===== config.mk =====
export PLATFORM = sky130hd
export DESIGN_NAME = bytes_to_word
export DESIGN_NICKNAME = d
export VERILOG_FILES = /design/src/rtl/bytes_to_word.sv
export SDC_FILE = /design/constraint.sdc
export NUM_CORES = 1
export LEC_CHECK = 0
export BUFFER_PORTS_ARGS = -buffer_cell sky130_fd_sc_hd__buf_2
export CAP_MARGIN = 0
export CORE_ASPECT_RATIO = 1.5
export CORE_UTILIZATION = 30
export DETAILED_ROUTE_END_ITERATION = 8
export GPL_TIMING_DRIVEN = 0
export PLACE_DENSITY_LB_ADDON = 0.1
export SETUP_SLACK_MARGIN = 0.1
export SYNTH_ARGS = -nofsm -noshare
export SYNTH_HDL_FRONTEND = slang
export SYNTH_SLANG_ARGS = --single-unit

===== constraint.sdc =====
create_clock -name clk -period 1.8 [get_ports clk]
set_input_delay 0.36 -clock clk [delete_from_list [all_inputs] [get_ports clk]]
set_output_delay 0.36 -clock clk [all_outputs]
set_load 0.01 [all_outputs]

===== src/rtl/bytes_to_word.sv =====
// Packs an LSB-first byte stream into BYTES_PER_WORD-byte words. Optional: BYTES_TO_WORD_LAST_EN (byte_last flushes partial words).
// Latency: word_valid rises on the edge that accepts the closing byte; sustains one byte per clock.
// Backpressure: byte_ready = !word_valid || word_ready; the output word holds stable while stalled.
module bytes_to_word #(
    parameter int BYTES_PER_WORD = 4,
    parameter int WORD_SIZE      = 8 * BYTES_PER_WORD,
    parameter int CW             = $clog2(BYTES_PER_WORD + 1)
) (
    input  logic                 clk,
    input  logic                 rst,
    input  logic                 byte_valid,
    output logic                 byte_ready,
    input  logic [7:0]           byte_data,
    input  logic                 byte_last,
    output logic                 word_valid,
    input  logic                 word_ready,
    output logic [WORD_SIZE-1:0] word_data,
    output logic [CW-1:0]        word_count,
    output logic                 word_last
);

    localparam int IW = (BYTES_PER_WORD > 1) ? $clog2(BYTES_PER_WORD) : 1;

    logic [WORD_SIZE-1:0] acc_q, acc_d;
    logic [IW-1:0]        idx_q, idx_d;
    logic                 vld_q, vld_d;
    logic [WORD_SIZE-1:0] data_q, data_d;
    logic [CW-1:0]        cnt_q, cnt_d;
    logic                 last_q, last_d;
    logic [WORD_SIZE-1:0] assembled;
    logic                 fire;
    logic                 last_hit;
    logic                 close;

`ifdef BYTES_TO_WORD_LAST_EN
    assign last_hit = byte_last;
`else
    // byte_last is deliberately left dangling so nothing is built for it.
    logic unused_byte_last;
    assign unused_byte_last = byte_last;
    assign last_hit         = 1'b0;
`endif

    assign byte_ready = !vld_q || word_ready;
    assign fire       = byte_valid && byte_ready;
    assign close      = fire && ((idx_q == IW'(BYTES_PER_WORD - 1)) || last_hit);

    always_comb begin
        assembled = acc_q;
        for (int i = 0; i < BYTES_PER_WORD; i++) begin
            if (idx_q == IW'(i)) begin
                assembled[i*8 +: 8] = byte_data;
            end
        end
    end

    always_comb begin
        acc_d  = acc_q;
        idx_d  = idx_q;
        vld_d  = vld_q;
        data_d = data_q;
        cnt_d  = cnt_q;
        last_d = last_q;
        if (vld_q && word_ready) begin
            vld_d = 1'b0;
        end
        if (close) begin
            // A close in the same cycle as a word transfer reloads the output and keeps it valid.
            data_d = assembled;
            cnt_d  = CW'(idx_q) + CW'(1);
            last_d = last_hit;
            vld_d  = 1'b1;
            acc_d  = '0;
            idx_d  = '0;
        end else if (fire) begin
            acc_d = assembled;
            idx_d = idx_q + IW'(1);
        end
    end

    always_ff @(posedge clk or negedge rst) begin
        if (!rst) begin
            acc_q  <= '0;
            idx_q  <= '0;
            vld_q  <= 1'b0;
            data_q <= '0;
            cnt_q  <= '0;
            last_q <= 1'b0;
        end else begin
            acc_q  <= acc_d;
            idx_q  <= idx_d;
            vld_q  <= vld_d;
            data_q <= data_d;
            cnt_q  <= cnt_d;
            last_q <= last_d;
        end
    end

    assign word_valid = vld_q;
    assign word_data  = data_q;
    assign word_count = cnt_q;
`ifdef BYTES_TO_WORD_LAST_EN
    assign word_last  = last_q;
`else
    assign word_last  = 1'b0;
`endif

endmodule


==> flow_summary.ini <==
[finish]
drive_gt1_frac = 0.4027
antennaDiodeCount = 0
design_area_um2 = 3771
fin_nets = 306
area_growth_pct = 23.42
multiInputGateArea_um2 = 1396
fin_cells = 408
fill_cells = 977
seqCellArea_um2 = 1553
finalCoreUtilization = 0.3848

[floorplanning]
core_area_um2 = 9799
dieHeight_um = 125.6
rows = 44
io_pins = 51
start_util = 0.3118
die_x_um = 84.40
dieArea_um2 = 10600

[cts]
cts_sinks = 62
cts_tree = done
cts.clk_slew.worst_paths_ns = 0.05
clockBufferDepth = 2
clkLatencyLatePin_ns = 0.33
root_buffer = clkbuf_16
numCtsBuffers = 9
htree_num_levels = 3
ctsHoldBuffers = 0

[critical_path]
path_class = flop to flop
r2r.worst_path.cells = 6
cp.arrival_ns = 1.83
path_cells = inv_1, ha_4, buf_4, clkbuf_4, a21o_1, mux2_4
crit_family = buffers and inverters
cp.required_ns = 2.01
r2r-end = word_data[15]
slowest_stage = dfrtp_1
critical_path_buf_inv_count = 3
cpPeakStageDelay_ns = 0.36
r2r_start = idx_q[1]
rrSetupSlack_ns = 0.18
crit_fanout = 10
end_kind = flop
critPathLaunchType = flop

[pwr]
ir_worst_vdd_uv = 750.0
total_power_mw = 7.595
p_per_area_nw_per_um2 = 2014
p_leak_nw = 1.833

[timing]
finClkSkew_ns = 0.007040
tightest_slew_ns = 0.8182
finalHoldViolCount = 0
slew_headroom = 0.4545
tns_ns = 0
timing.fmax_mhz = 616.2
worst_slack_ns = 0.1771
maxSlewViolCount = 0
holdWs_ns = 0.1291
rsz0062_at_grt = yes
fin_crit_sh = 0.9016
min_period_ns = 1.623
setup_viol = 0

[route]
routed_wl_mm = 7.550
drcViolationCount = 6
drt-initial-drc-count = 103
dr.pass1.iters = 8
final_antenna_net_count = 0
vias = 2095
vias_per_cell = 5.135
wire_per_inst_um = 18.50

[synthesis]
ys_warn_count = 0
synth_cell_types = 19
syn_inst = 230
mappedNetlistArea_um2 = 3055
ys_seq_elements = 62
synth.avg_cell_area_um2 = 13.28
synth-seq-area-share = 0.5078
syn_nets = 247

[global_routing]
grt_overflow_total = 0
grt_pass1_wl_mm = 12.16
grt_max_degree = 63
grt.total_usage = 0.1559
antenna_found_initial = 0
grt_pass1_vias = 2146

[outcome]
outcome = finished, violations left
violations = design-rule violations

[flow_run]
cap_violations = 0

[place]
dp_hpwl_mm = 4.952
placed_area_um2 = 3437
place_ws_ns = -0.01620
port-buffer-count = 47
globalplace.congestion = 0.6767
dp.cells = 392

[min_path]
hold_class = primary input to asynchronous set/reset pin
-- worst max-delay path by stage --
stage | start | to | slack (ns) | cells past startpoint
6_report | idx_q[1] | word_data[15] | 0.18 | 6
5_1_grt | idx_q[1] | acc_q[9] | 0.08 | 6
2_1_floorplan | idx_q[0] | word_data[22] | 0.22 | 6
3_3_place_gp | idx_q[0] | word_data[6] | 0.001 | 6
4_1_cts | idx_q[0] | word_data[6] | 0.11 | 6
3_5_place_dp | idx_q[1] | acc_q[14] | -0.02 | 6
-- cells by family (layout without fill, tap and decap cells) --
family	after synthesis	after routing	synth area share
other cells	1	1	0.001227
fa+ha+maj	4	4	0.01638
compound gates	72	72	0.1966
simple gates	31	31	0.06470
flops	62	62	0.5078
mux	36	36	0.1691
buf+inv	24	87	0.04423
-- state kept, by name, indices dropped and copies added (netlist names) --
name and count:
acc_q 24, idx_q 2, word_count 3, word_data 32, word_valid 1
-- timing repair --
| item | in CTS | in global routing |
|---|---|---|
| buffers inserted | 0 | 2 |
| pin swaps | 0 | 1 |
| resized for setup | 9 | 7 |
| cloned | 0 | 0 |
| setup endpoints to repair | 34 | 27 |
-- where the power goes --
part | internal [mW] | switching [mW] | leakage (nW)
sequential | 2.12 | 0.343 | 0.730
combinational | 1.90 | 1.65 | 0.970
clock | 0.997 | 0.583 | 0.133
-- layout by cell type (no fill, tap or decap) --
master,instances
conb_1,1
clkbuf_16,9
a21o_1,24
ha_2,1
clkbuf_8,2
a41oi_1,24
inv_2,1
nor2b_1,24
buf_4,8
ha_4,2
mux2_2,5
buf_8,1
nand2_1,2
mux2_4,30
ha_1,1
dfrtp_2,1
buf_2,51
clkbuf_1,8
nand3_4,1
o2bb2ai_1,24
mux2i_1,1
nand2b_1,3
clkinv_2,1
buf_6,4
clkbuf_4,1
nor2_1,1
dfrtp_1,61
inv_1,1
-- layer usage --
metal	global-route usage	share of wire
met2	0.2464	0.49
met3	0.04158	0.031
met1	0.1955	0.45
met4	0.07976	0.027
met5	0	0
-- cells in the mapped netlist --
| library cell | count | area, um^2 |
|---|---|---|
| inv_1 | 2 | 7.510 |
| buf_2 | 12 | 60.06 |
| a21o_1 | 24 | 180.2 |
| a41oi_1 | 24 | 210.2 |
| nand2b_1 | 3 | 18.77 |
| buf_6 | 3 | 33.78 |
| buf_4 | 2 | 15.01 |
| o2bb2ai_1 | 24 | 210.2 |
| ha_1 | 4 | 50.05 |
| mux2_4 | 30 | 450.4 |
| nor2_1 | 1 | 3.750 |
| clkbuf_1 | 5 | 18.77 |
| nand2_1 | 2 | 7.510 |
| dfrtp_1 | 62 | 1551 |
| mux2i_1 | 1 | 10.01 |
| nor2b_1 | 24 | 150.1 |
| nand3_4 | 1 | 17.52 |
| conb_1 | 1 | 3.750 |
| mux2_2 | 5 | 56.30 |
-- layout make-up --
cell class / count / area share
Clock inverter: 1 / 0.001327
Tap cell: 115 / 0.03816
Multi-Input combinational cell: 144 / 0.3703
Timing Repair Buffer: 49 / 0.06702
Inverter: 2 / 0.001991
Sequential cell: 62 / 0.4117
Clock buffer: 14 / 0.07001
Buffer: 21 / 0.03948
Power figures use the tool's default switching activity.
